[config.mk]
export PLATFORM = sky130hd
export DESIGN_NAME = burst_drain
export DESIGN_NICKNAME = d
export VERILOG_FILES = /design/src/rtl/burst_drain_pkg.sv /design/src/rtl/burst_out_reg.sv /design/src/rtl/burst_drain.sv
export SDC_FILE = /design/constraint.sdc
export NUM_CORES = 1
export LEC_CHECK = 0
export CORE_MARGIN = 2
export CORE_UTILIZATION = 35
export DETAILED_ROUTE_END_ITERATION = 10
export DONT_BUFFER_PORTS = 1
export SYNTH_ARGS = -nofsm -noshare
export SYNTH_HDL_FRONTEND = slang
export SYNTH_SLANG_ARGS = --single-unit
[constraint.sdc]
create_clock -name sysClk -period 1.6 [get_ports sysClk]
set_clock_uncertainty 0.05 [all_clocks]
set_input_delay 0.16 -clock sysClk [delete_from_list [all_inputs] [get_ports sysClk]]
set_output_delay 0.16 -clock sysClk [all_outputs]
set_load 0.01 [all_outputs]
[src/rtl/burst_drain_pkg.sv]
// rtl/burst_drain_pkg.sv - shared drain state and beat types for the burst filler/drain pair
package burst_drain_pkg;

    typedef enum logic [1:0] {
        IDLE  = 2'd0,
        BURST = 2'd1,
        FLUSH = 2'd2
    } DrainState;

    // Widest beat/length counter any instance may use; instances size theirs with beatWidth().
    localparam int BEAT_MAX_W = 8;
    typedef logic [BEAT_MAX_W-1:0] Beat;

    function automatic int beatWidth(input int chunk);
        return $clog2(chunk) + 1;
    endfunction

endpackage

[src/rtl/burst_out_reg.sv]
// rtl/burst_out_reg.sv - registered valid/ready output stage carrying data and SOP/EOP framing
module burst_out_reg #(
    parameter int WIDTH = 8
) (
    input  logic             sysClk,
    input  logic             reset,
    input  logic             load,
    input  logic [WIDTH-1:0] loadData,
    input  logic             loadSop,
    input  logic             loadEop,
    input  logic             oReady,
    output logic             advance,
    output logic [WIDTH-1:0] oData,
    output logic             oValid,
    output logic             oSOP,
    output logic             oEOP
);

    assign advance = !oValid || oReady;

    // A stalled word (oValid && !oReady) keeps every field frozen until accepted.
    always_ff @(posedge sysClk or negedge reset) begin
        if (!reset) begin
            oData  <= '0;
            oValid <= 1'b0;
            oSOP   <= 1'b0;
            oEOP   <= 1'b0;
        end else if (load && advance) begin
            oData  <= loadData;
            oValid <= 1'b1;
            oSOP   <= loadSop;
            oEOP   <= loadEop;
        end else if (oReady) begin
            oValid <= 1'b0;
        end
    end

endmodule

[src/rtl/burst_drain.sv]
// rtl/burst_drain.sv - drains buffer_fifo into SOP/EOP-framed chunk bursts with optional flush bursts
module burst_drain
    import burst_drain_pkg::*;
#(
    parameter int WIDTH = 8,
    parameter int DEPTH = 4,
    parameter int CHUNK = 4,
    parameter int CW    = 16
) (
    input  logic             sysClk,
    input  logic             reset,
    input  logic [DEPTH-1:0] fDepth,
    input  logic [WIDTH-1:0] fData,
    input  logic             fValid,
    input  logic             fValidChunk,
    output logic             fReady,
    input  logic             flush,
    output logic [WIDTH-1:0] oData,
    output logic             oValid,
    output logic             oSOP,
    output logic             oEOP,
    input  logic             oReady,
    output logic             busy,
    output logic [CW-1:0]    burstCount
);

    localparam int BW = beatWidth(CHUNK);
    localparam logic [BW-1:0] CHUNK_LEN = BW'(CHUNK);

    if (CHUNK < 2 || CHUNK > (2 ** DEPTH) - 1 || BW > $bits(Beat)) begin : gBadParam
        $error("burst_drain: CHUNK must satisfy 2 <= CHUNK <= 2**DEPTH-1");
    end

    DrainState      state;
    DrainState      stateNext;
    logic [BW-1:0]  beat;
    logic [BW-1:0]  len;
    logic           advance;
    logic           pop;
    logic           lastBeat;
    logic           startChunk;
    logic           startFlush;

    assign lastBeat   = (beat == len - BW'(1));
    assign startChunk = (state == IDLE) && fValidChunk;
    assign startFlush = (state == IDLE) && !fValidChunk && flush && (fDepth != '0);

    assign busy   = (state != IDLE);
    assign fReady = busy && fValid && advance;
    assign pop    = fReady;

    always_ff @(posedge sysClk or negedge reset) begin
        if (!reset) begin
            state <= IDLE;
        end else begin
            state <= stateNext;
        end
    end

    always_comb begin
        stateNext = state;
        case (state)
            IDLE: begin
                if (startChunk) begin
                    stateNext = BURST;
                end else if (startFlush) begin
                    stateNext = FLUSH;
                end
            end
            BURST, FLUSH: begin
                if (pop && lastBeat) begin
                    stateNext = IDLE;
                end
            end
            default: stateNext = IDLE;
        endcase
    end

    // len is latched once per burst; beat counts pops, so fValid gaps simply leave it parked.
    always_ff @(posedge sysClk or negedge reset) begin
        if (!reset) begin
            beat <= '0;
            len  <= '0;
        end else if (startChunk) begin
            beat <= '0;
            len  <= CHUNK_LEN;
        end else if (startFlush) begin
            beat <= '0;
            len  <= BW'(fDepth);
        end else if (pop) begin
            beat <= beat + BW'(1);
        end
    end

    always_ff @(posedge sysClk or negedge reset) begin
        if (!reset) begin
            burstCount <= '0;
        end else if (oValid && oReady && oEOP) begin
            burstCount <= burstCount + CW'(1);
        end
    end

    burst_out_reg #(
        .WIDTH (WIDTH)
    ) uOutReg (
        .sysClk   (sysClk),
        .reset    (reset),
        .load     (pop),
        .loadData (fData),
        .loadSop  (beat == '0),
        .loadEop  (lastBeat),
        .oReady   (oReady),
        .advance  (advance),
        .oData    (oData),
        .oValid   (oValid),
        .oSOP     (oSOP),
        .oEOP     (oEOP)
    );

endmodule

==> impl_results.md, run 1 <==
- Run status: complete, no violations
- All-Layer GR Usage: 14.33%
- VDD IR max: 689.5 uV
- Root buffer cell: clkbuf_8
- Share of synthesized flip-flops with an asynchronous set or reset: 100.0%
- Sequential power share: 42.4%
- Detail Placement HPWL: approximately 2500 um
- Final Cycle Share: 95.39%
- Maxcap violations: 0
- Antenna diodes: 0
- CP Launch Type: flop
- Synth unique cells: 34
- Row cnt: 25
- Final worst slack: 0.07372 ns
- Yosys Warn Count: 0
- Die span in x: around 73 um
- Max Fclk: around 660 MHz
- Number of vias per cell: 5.061
- Drt initial violations: 57
- CTS buffer count: 5
- Slew Limit Fails: 0
- Largest net degree at the start of global routing: 36
- Sw Pwr: 0.001166 W
- Grt total ovfl: 0
- Critical Path End Type: flop
- Number of synthesized flops with an enable pin: 0
- IO Port Bufs: 0
- Layout cells sized above 1: 21.24%
- Util after Layout: 45.72%
- Initial Utilization: a little over a third
- Total die area: 0.005337 sq mm
- DRT Pass-1 Iters: 2
- LEAKAGE: 1.046 nW
- Antenna violations before repair: 0
- Clk pin slew, worst setup/hold paths: 0.07 ns
- Area delta synth->final: 27.66%
- Hold Violations, Final: 0
- Die Y: 73.06 um
- Critical Path Fanout Max: 3
- Gate Count Post-Synth: 159
- Mapped Nets: 182
- Final ANT Viol Nets: 0
- Worst rel slew slack: 80.78%
- WL final: 3691 um
- Core Footprint: 0.004661 sq mm
- Vias in the first global route: 1340
- PwrDens: 1556 mW/mm^2
- Top cells by area, synth: dfrtp_1, nand2_1, xnor2_1, nand3_1, ha_1
- Main synth FF type: dfrtp_1
- Post-Place Worst Slack: -0.01813 ns
- Hold WC Path Type: input port to flop
- Post-Layout Cell Count: 247
- Yosys top cell by area: dfrtp_1
- Synth Register Bits: 35
- Nets: about 220
- Vias: 1250
- CTS tree: done
- First-pass GRT wire length: 5816 um
- Measured slew at the worst slew-check pin: 0.2862 ns
- # clock sinks: 35
- Sw Ratio: 35.17%
- Syn_area_per_cell: about 10 sq um
- Routability Congestion: slightly above 0.8
- Num ports: 47
- Worst-Skew Late Latency: slightly below 0.3 ns
- Final Setup Violations: 0
- Worst endpoint required time: 1.75 ns
- Critical Path AT: 1.68 ns
- Yosys top cell area share: between 50% and 60%
- Post-synthesis sequential area ratio: 52.47%
- Minimum clock period after layout: 1.526 ns
- Clock power frac: 24.8%
- Synthesized cell area: 0.001669 sq mm
- Critical Setup Path Class: flop to flop
- Clock Tree Buf Depth: 2
- Wire per inst: 14.94 um
- Combinational fraction of design power: 32.8%
- H-tree levels: 2
- Reg2Reg Setup Slack: 0.07 ns
- Int Pwr: 0.002150 W
- Remaining DRCs: 0
- DP Cell Count: 218
cells in the final DEF (no fill, tap or decap), types with 2 or more instances in the layout:
master,Yosys,layout
dfrtp_1,35,33
nand2_1,33,32
buf_4,0,15
xnor2_1,13,13
nand3_1,13,12
dlygate4sd3_1,0,12
inv_1,10,9
nor2_1,9,9
xor2_1,6,6
clkbuf_8,0,6
o21ai_0,4,4
ha_1,5,4
nand2b_1,2,2
inv_2,1,2
o22a_1,2,2
and3_1,2,2
nand4_4,2,2
dfrtp_2,0,2
cells by family (layout without fill, tap and decap cells):
kind of cell	count (synthesis)	count (layout)	synth area share, %
flops	35	35	52.47
xor+xnor	20	20	11.32
mux	1	1	0.6746
compound gates	15	15	6.297
fa+ha+maj	5	5	3.748
simple gates	68	68	21.44
buf+inv	15	49	4.048
synthesized netlist by cell type, types with 2 or more instances:
library cell and n:
ha_1 5, nor2_1 9, nand2b_1 2, xnor2_1 13, xor2_1 6, buf_2 3, nand2_1 33, o21ai_0 4
dfrtp_1 35, nand4_4 2, o22a_1 2, and3_1 2, inv_1 10, nand3_1 13
path summary, 6_finish.rpt:
path                                   from            end  depth (start not counted)
worst max-delay path                 len[0]       state[1]                          6
worst min-delay path            fValidChunk       state[1]                          2
worst max register to register       len[0]       state[1]                          6
worst min register to register       len[1]         len[1]                          2
max in group asynchronous             reset  burstCount[2]                          2
min in group asynchronous             reset  burstCount[4]                          2
cell type report:
class | count | area [sq um]
Timing Repair Buffer | 30 | 269.0
Tap cell | 54 | 67.56
Sequential cell | 35 | 878.3
Clock inverter | 2 | 35.03
Fill cell | 434 | 2530
Clock buffer | 6 | 82.58
Inverter | 11 | 41.29
Multi-Input combinational cell | 109 | 757.0
power by group through the flow:
stage                     Combinational [W]  Clock, W  Sequential, W
after detailed placement           0.000832         0        0.00142
after CTS                          0.000984  0.000845        0.00140
after global placement             0.000776         0        0.00140
after floorplan                    0.000611         0        0.00138
after global routing                0.00121  0.000882        0.00144
final                               0.00109  0.000824        0.00141
critical path, stage by stage, from the launching register on:
cell and delay (ns):
dfrtp_1 0.35, inv_1 0.07, ha_1 0.30, xor2_1 0.19
nand3_2 0.13, o211a_1 0.23, a211oi_2 0.13
layer usage:
metal  global-route usage, %  up-vias  share of wire, %
met3                   5.939        6               8.4
met4                   6.379        0               1.2
met5                       0        -                 0
li1                        -      594                 -
met1                   15.36      614                41
met2                   24.52       36                49
metrics by stage:
stage | instance area, sq um | hold slack (ns) | TNS [ns] | power [W]
2_1_floorplan | 1669 | -0.1856 | 0 | 0.001987
3_3_place_gp | 1778 | -0.1848 | 0 | 0.002181
3_5_place_dp | 1778 | -0.1848 | -0.01813 | 0.002255
4_1_cts | 2087 | 0.008760 | 0 | 0.003232
5_1_grt | 2131 | 0.007923 | -0.0004668 | 0.003538
6_report | 2131 | 0.02093 | 0 | 0.003316
timing repair:
item / in CTS / in global routing
setup endpoints to repair: 2 / 8
buffers inserted: 5 / 2
pin swaps: 0 / 1
gates cloned: 0 / 1
resized for setup: 4 / 7
hold buffers: 13 / 0
endpoints found under the hold margin: 47 / 0
state kept, by name, summed over array words and instances (netlist names):
| signal | flops |
|---|---|
| len | 3 |
| uOutReg.oEOP | 1 |
| uOutReg.oData | 8 |
| uOutReg.oValid | 1 |
| burstCount | 16 |
| uOutReg.oSOP | 1 |
| state | 2 |
| beat | 3 |
No activity file was read; power rests on OpenSTA's default activity.
==> inputs of run 2 (changes only) <==
clock period = 1.3 ns   (was 1.6 ns; I/O delays follow)
==> run 2 against run 1 <==
The flow now finishes with violations (setup timing). Non-clock buffer count rose by 33. First-iteration DRC count rose by 23%. Clock-buffer cell count did not move. Largest power group is now combinational cells. Highest routed layer unchanged.
==> impl_results.md, run 2 (synthesized netlist as in run 1, its figures left out) <==
- Worst endpoint required time: 1.12 ns (was 1.75 ns)
- Total die area: 0.005337 sq mm (unchanged)
- Clk pin slew, worst setup/hold paths: 0.07 ns (about the same)
- Worst hold endpoint: state[0] (was state[1])
- CTS tree: done (unchanged)
- Setup TNS: -0.5518 ns (was 0 ns)
- Num ports: 47 (unchanged)
- Post-Layout Cell Count: 280 (was 247)
- Met2 routed WL: 2237 um (was 1826 um)
- Largest net degree at the start of global routing: 36 (unchanged)
- Grt total ovfl: 0 (unchanged)
- Maxcap violations: 0 (unchanged)
- IO Port Bufs: 0 (unchanged)
- Fillers: 397 (was 434)
- Final Setup Violations: 11 (was 0)
- Final ANT Viol Nets: 0 (unchanged)
- Final worst slack: -0.1492 ns (was 0.07372 ns)
- R2R cell count: 6 (unchanged)
- Root buffer cell: clkbuf_8 (unchanged)
- Row cnt: 25 (unchanged)
- H-tree levels: 2 (unchanged)
- Commonest cells after routing, fill and taps aside: buf_4, nand2_1, dfrtp_1, dlygate4sd3_1, xnor2_1 (was dfrtp_1, nand2_1, buf_4, xnor2_1)
- Initial Utilization: 35.81% (unchanged)
- Remaining DRCs: 0 (unchanged)
- Crit path cell chain: inv_2 -> ha_4 -> nor2b_4 -> nand2_4 -> inv_4 -> buf_6 (was inv_1 -> ha_1 -> xor2_1 -> nand3_2 -> o211a_1 -> a211oi_2)
- Critical Path AT: 1.27 ns (was 1.68 ns)
- Reg2Reg Setup Slack: -0.14 ns (was 0.07 ns)
- Area delta synth->final: 53.67% (was 27.66%)
- PwrDens: 1780 mW/mm^2 (was 1556 mW/mm^2)
- Antenna diodes: 0 (unchanged)
- VDD IR max: 833.6 uV (was 689.5 uV)
- Vias: 1382 (was 1250)
- Clock Tree Buf Depth: 2 (unchanged)
- Vias in the first global route: 1420 (was 1340)
- Most common cell after layout, fill and taps aside: buf_4 (was dfrtp_1)
- CP Launch Type: flop (unchanged)
- Max FFs per register: 16 (unchanged)
- WL final: 4179 um (was 3691 um)
- Final Cycle Share: 111.5%
- DP Cell Count: 246 (was 218)
- Core Footprint: 0.004661 sq mm (unchanged)
- Minimum clock period after layout: 1.449 ns
- Critical Path Fanout Max: 5 (was 3)
- # clock sinks: 35 (unchanged)
- Measured slew at the worst slew-check pin: 0.3160 ns (was 0.2862 ns)
- Hold_sp: fValidChunk (unchanged)
- Run status: complete, but fails checks (was complete, no violations)
- Violated checks: setup timing
- Worst rel slew slack: 78.93% (was 80.78%)
- Layout cells sized above 1: 46.02% (was 21.24%)
- CTS buffer count: 5 (unchanged)
- Drt initial violations: 70 (was 57)
- Post-Place Worst Slack: -0.2127 ns (was -0.01813 ns)
- Largest registers: burstCount (16), uOutReg.oData (8) (unchanged)
- Max Used Layer: met4 (unchanged)
- Number of vias per cell: 4.936 (was 5.061)
- Slew Limit Fails: 0 (unchanged)
- Hold path cells: 3 (was 2)
- Routability Congestion: 0.8111 (was 0.8278)
- Hold WC Path Type: input port to flop (unchanged)
- WL met3: 225 um (was 311 um)
- RSZ-0062 raised after global routing: true
- Nets: 248 (was 215)
- LEAKAGE: 1.222 nW (was 1.046 nW)
- Hold slack: 0.04972 ns (was 0.02093 ns)
- DRT Pass-1 Iters: 4 (was 2)
- Die Y: 73.06 um (unchanged)
- Util after Layout: 55.03% (was 45.72%)
- Critical Path End Type: output port (was flop)
- WL met1: 1683 um (was 1510 um)
- Die span in x: 73.06 um (unchanged)
- Worst r2r src: len[0] (unchanged)
- Slowest stage delay, CP: 0.36 ns (was 0.35 ns)
- Max Fclk: just under 700 MHz
- Slowest CP cell: dfrtp_1 (unchanged)
- First-pass GRT wire length: 6520 um (was 5816 um)
- Reg2reg end: state[1] (unchanged)
- All-Layer GR Usage: 15.84% (was 14.33%)
- Wire per inst: 14.93 um (was 14.94 um)
- Critical Setup Path Class: flop to output port (was flop to flop)
- Hold Violations, Final: 0 (unchanged)
- Antenna violations before repair: 0 (unchanged)
- Detail Placement HPWL: 2788 um (was 2525 um)
- Largest Register: burstCount (unchanged)
- Worst-Skew Late Latency: 0.28 ns (was 0.29 ns)
==> run 2: cell types whose count changed in the layout (fill, tap and decap cells not counted), sizes merged <==
| cell | change |
|---|---|
| bufinv | -1 |
| clkinvlp | +1 |
| dlygate4sd3 | +2 |
| buf | +31 |
==> run 2: what timing repair did <==
item	in CTS	in global routing
setup buffers	7	5
pin swaps	9	10
hold buffers	14	1
resized for setup	17	31
endpoints found under the setup margin	27	29
hold endpoints to repair	49	1
==> run 2: routing by layer <==
| layer | global-route usage [%] | vias to the layer above |
|---|---|---|
| met5 | 0 | - |
| met4 | 3.704 | 0 |
| met3 | 4.282 | 7 |
| met2 | 29.23 | 38 |
| met1 | 17.97 | 675 |
| li1 | - | 662 |
==> run 2: worst max-delay path by stage <==
| stage | slack (ns) | start | end | cells past startpoint |
|---|---|---|---|---|
| after floorplan | -0.12 | len[0] | state[1] | 6 |
| after global placement | -0.13 | len[0] | state[1] | 6 |
| after detailed placement | -0.21 | len[0] | state[1] | 6 |
| after CTS | -0.16 | len[0] | state[1] | 6 |
| after global routing | -0.22 | state[1] | fReady | 6 |
| final | -0.15 | state[1] | fReady | 6 |
==> run 2: power by group <==
| group | total, W | switching [W] | leakage [nW] | internal [W] |
|---|---|---|---|---|
| clock | 0.000765 | 0.000391 | 0.0412 | 0.000374 |
| combinational | 0.00209 | 0.000952 | 0.737 | 0.00114 |
| sequential | 0.00171 | 0.000326 | 0.444 | 0.00139 |
| total | 0.00456 | 0.00167 | 1.22 | 0.00290 |
==> run 2: critical path: cells and delay by family, from the launching register on <==
family                   cells  cell delay, ns
buffers and inverters        3            0.22
AND/OR/NAND/NOR              2            0.22
flip-flops                   1            0.36
adder cells (fa/ha/maj)      1            0.18
==> run 2: metrics by stage <==
step | power [W] | instance area (sq um)
finish | 0.004565 | 2565
global route | 0.004871 | 2565
CTS | 0.004283 | 2374
detailed placement | 0.003181 | 2018
global placement | 0.003079 | 2018
floorplan | 0.002556 | 1714
==> run 2: final cells by class <==
cell class / count / area, sq um / share of cell area, %
well taps: 54 / 67.56 / 2.634
clock inverters: 2 / 12.51 / 0.4878
clock buffers: 6 / 72.57 / 2.829
multi-input cells: 109 / 937.1 / 36.54
repair buffers: 63 / 543.0 / 21.17
flip-flops and latches: 35 / 885.9 / 34.54
inverters: 11 / 46.29 / 1.805
==> inputs of run 3 (changes only) <==
SETUP_SLACK_MARGIN = 0.02   (was not set)
==> run 3 against run 2 <==
Final cell count increased by 2.9%. Hold slack got worse by 0.043 ns. The run still ends with setup timing left. Clock-buffer cell count decreased by 1. Critical path depth unchanged. Utilization increased by 3.4 points. Maximum frequency decreased by 3.3%. Via count increased by 2.5%. Sequential cell count unchanged. Highest routed layer unchanged. Clock power increased by 29%. Register-to-register slack got worse by 0.06 ns. Largest cell class unchanged. Non-clock buffer count increased by 8. Global-route usage increased by 0.45 points.
==> impl_results.md, run 3 (synthesized netlist as in run 1, its figures left out) <==
- # clock sinks: 35 (unchanged)
- CP Launch Type: flop (unchanged)
- Row cnt: 25 (unchanged)
- Sequential power share: 34.6% (was 37.5%)
- Number of vias per cell: 4.917 (was 4.936)
- Drt initial violations: 31 (was 70)
- Hold Violations, Final: 0 (unchanged)
- Worst-Skew Late Latency: 0.29 ns (was 0.28 ns)
- Nets: 256 (was 248)
- Final ANT Viol Nets: 0 (unchanged)
- RSZ-0062 raised after global routing: true (unchanged)
- WL final: 4286 um (was 4179 um)
- All-Layer GR Usage: 16.29% (was 15.84%)
- Slowest stage delay, CP: 0.37 ns (was 0.36 ns)
- Grt total ovfl: 0 (unchanged)
- Combinational fraction of design power: 45.9% (was 45.8%)
- Critical Path Fanout Max: 3 (was 5)
- Critical Path End Type: flop (was output port)
- R2R cell count: 6 (unchanged)
- Clock Tree Buf Depth: 2 (unchanged)
- Maxcap violations: 0 (unchanged)
- Hold WC Path Type: input port to flop (unchanged)
- Hold path cells: 2 (was 3)
- Int Pwr: 0.003246 W (was 0.002897 W)
- Worst endpoint required time: 1.46 ns (was 1.12 ns)
- Initial Utilization: 35.81% (unchanged)
- Num ports: 47 (unchanged)
- Critical Setup Path Class: flop to flop (was flop to output port)
- Worst rel slew slack: 80.86% (was 78.93%)
- Vias in the first global route: 1495 (was 1420)
- Final Setup Violations: 18 (was 11)
- DRT Pass-1 Iters: 4 (unchanged)
- Sw Ratio: 35.81% (was 36.54%)
- Reg2Reg Setup Slack: -0.20 ns (was -0.14 ns)
- Hold slack: 0.006370 ns (was 0.04972 ns)
- Post-Place Worst Slack: -0.1934 ns (was -0.2127 ns)
- First-pass GRT wire length: 6637 um (was 6520 um)
- Hold_sp: oReady (was fValidChunk)
- Final Cycle Share: 115.3% (was 111.5%)
- LEAKAGE: 1.273 nW (was 1.222 nW)
- Run status: complete, but fails checks (unchanged)
- Worst hold endpoint: burstCount[0] (was state[0])
- Finished Cell Area: 0.002725 sq mm (was 0.002565 sq mm)
- Minimum clock period after layout: 1.499 ns (was 1.449 ns)
- Critical Path AT: 1.65 ns (was 1.27 ns)
- Placed cell areas: 0.002058 sq mm (was 0.002018 sq mm)
- Root buffer cell: clkbuf_8 (unchanged)
- Wire per inst: 14.88 um (was 14.93 um)
- Vias: 1416 (was 1382)
- Util after Layout: 58.47% (was 55.03%)
- Measured slew at the worst slew-check pin: 0.2871 ns (was 0.3160 ns)
- Most common cell after layout, fill and taps aside: buf_4 (unchanged)
- Crit path cell chain: inv_2 -> ha_4 -> xor2_2 -> nand3_2 -> o211a_1 -> a211oi_2 (was inv_2 -> ha_4 -> nor2b_4 -> nand2_4 -> inv_4 -> buf_6)
- Slew Limit Fails: 0 (unchanged)
- PwrDens: 1856 mW/mm^2 (was 1780 mW/mm^2)
- Total die area: 0.005337 sq mm (unchanged)
- VDD IR max: 1153 uV (was 833.6 uV)
- Antenna violations before repair: 0 (unchanged)
- Largest net degree at the start of global routing: 36 (unchanged)
- Remaining DRCs: 0 (unchanged)
- H-tree levels: 2 (unchanged)
- Largest Register: burstCount (unchanged)
- Clock power frac: 19.5% (was 16.8%)
- CTS buffer count: 5 (unchanged)
- Sw Pwr: 0.001811 W (was 0.001668 W)
- Detail Placement HPWL: 2688 um (was 2788 um)
- Violated checks: setup timing (unchanged)
- Clk pin slew, worst setup/hold paths: 0.07 ns (about the same)
- Max Fclk: 667.3 MHz (was 690.1 MHz)
- Max FFs per register: 16 (unchanged)
- Commonest cells after routing, fill and taps aside: buf_4, dfrtp_1, nand2_2, nand2_1, dlygate4sd3_1 (was buf_4, nand2_1, dfrtp_1, dlygate4sd3_1, xnor2_1)
- CTS tree: done (unchanged)
- Die span in x: 73.06 um (unchanged)
- Layout cells sized above 1: 54.70% (was 46.02%)
- Core Footprint: 0.004661 sq mm (unchanged)
- Antenna diodes: 0 (unchanged)
- Area delta synth->final: 63.27% (was 53.67%)
- Routability Congestion: 0.8432 (was 0.8111)
- Final worst slack: -0.1985 ns (was -0.1492 ns)
- CP Launch Point: len[0] (was state[1])
- IO Port Bufs: 0 (unchanged)
- Worst r2r src: len[0] (unchanged)
- Die Y: 73.06 um (unchanged)
- Slowest CP cell: dfrtp_1 (unchanged)
- Reg2reg end: state[1] (unchanged)
- Largest registers: burstCount (16), uOutReg.oData (8) (unchanged)
[run 3: cell types whose count changed in the layout (fill, tap and decap cells not counted), sizes merged]
cell      change
bufinv        +1
buf           +7
inv           -1
clkinvlp      -1
clkinv        +2
[run 3: how the worst max path moves through the flow]
stage	endpoint	slack, ns	depth (start not counted)
floorplan	state[1]	-0.12	6
global placement	state[1]	-0.13	6
detailed placement	state[1]	-0.19	6
CTS	state[1]	-0.17	6
global route	state[1]	-0.29	6
finish	state[1]	-0.20	6
[run 3: worst max-delay path, delay by kind of cell (launching register included)]
| family | cells | cell delay, ns |
|---|---|---|
| fa+ha+maj | 1 | 0.27 |
| xor+xnor | 1 | 0.17 |
| flops | 1 | 0.37 |
| simple gates | 1 | 0.11 |
| buf+inv | 1 | 0.06 |
| compound gates | 2 | 0.38 |
[run 3: what timing repair did]
action                                  CTS  global route
hold endpoints to repair                 49             1
pin swaps                                 9            30
gates cloned                              0             2
gates resized for setup                  18            44
endpoints found under the setup margin   27            31
hold buffers                             14             1
setup buffers                             8            10
[run 3: metal layers]
metal  routed length (um)  part of all wire [%]  track usage, %  up-vias
met5                    0                     0               0        -
met4                   30                  0.70           4.733        0
met3                  307                   7.2           5.663        6
met2                 2226                    52           29.33       44
met1                 1722                    40           17.94      690
li1                     -                     -               -      676
[run 3: area by class of cell]
cell class,count,area [sq um]
inverters,11,48.80
clock buffers,5,68.82
multi-input cells,109,964.7
repair buffers,71,644.4
well taps,54,67.56
fillers,374,1936
flip-flops and latches,35,887.1
clock inverters,3,43.79
[run 3: stage by stage]
stage,TNS [ns],std cells,total power (W)
6_report,-1.463,288,0.005057
5_1_grt,-2.875,288,0.005383
2_1_floorplan,-0.2055,159,0.002574
3_3_place_gp,-0.5565,247,0.003125
4_1_cts,-1.104,277,0.004584
3_5_place_dp,-1.603,247,0.003217
[run 3: power groups by stage]
| stage | clock network, W | registers (W) | logic [W] |
|---|---|---|---|
| 6_report | 0.000988 | 0.00175 | 0.00232 |
| 5_1_grt | 0.00105 | 0.00179 | 0.00255 |
| 4_1_cts | 0.000999 | 0.00171 | 0.00188 |
| 3_5_place_dp | 0 | 0.00172 | 0.00150 |
| 3_3_place_gp | 0 | 0.00170 | 0.00143 |
| 2_1_floorplan | 0 | 0.00171 | 0.000863 |
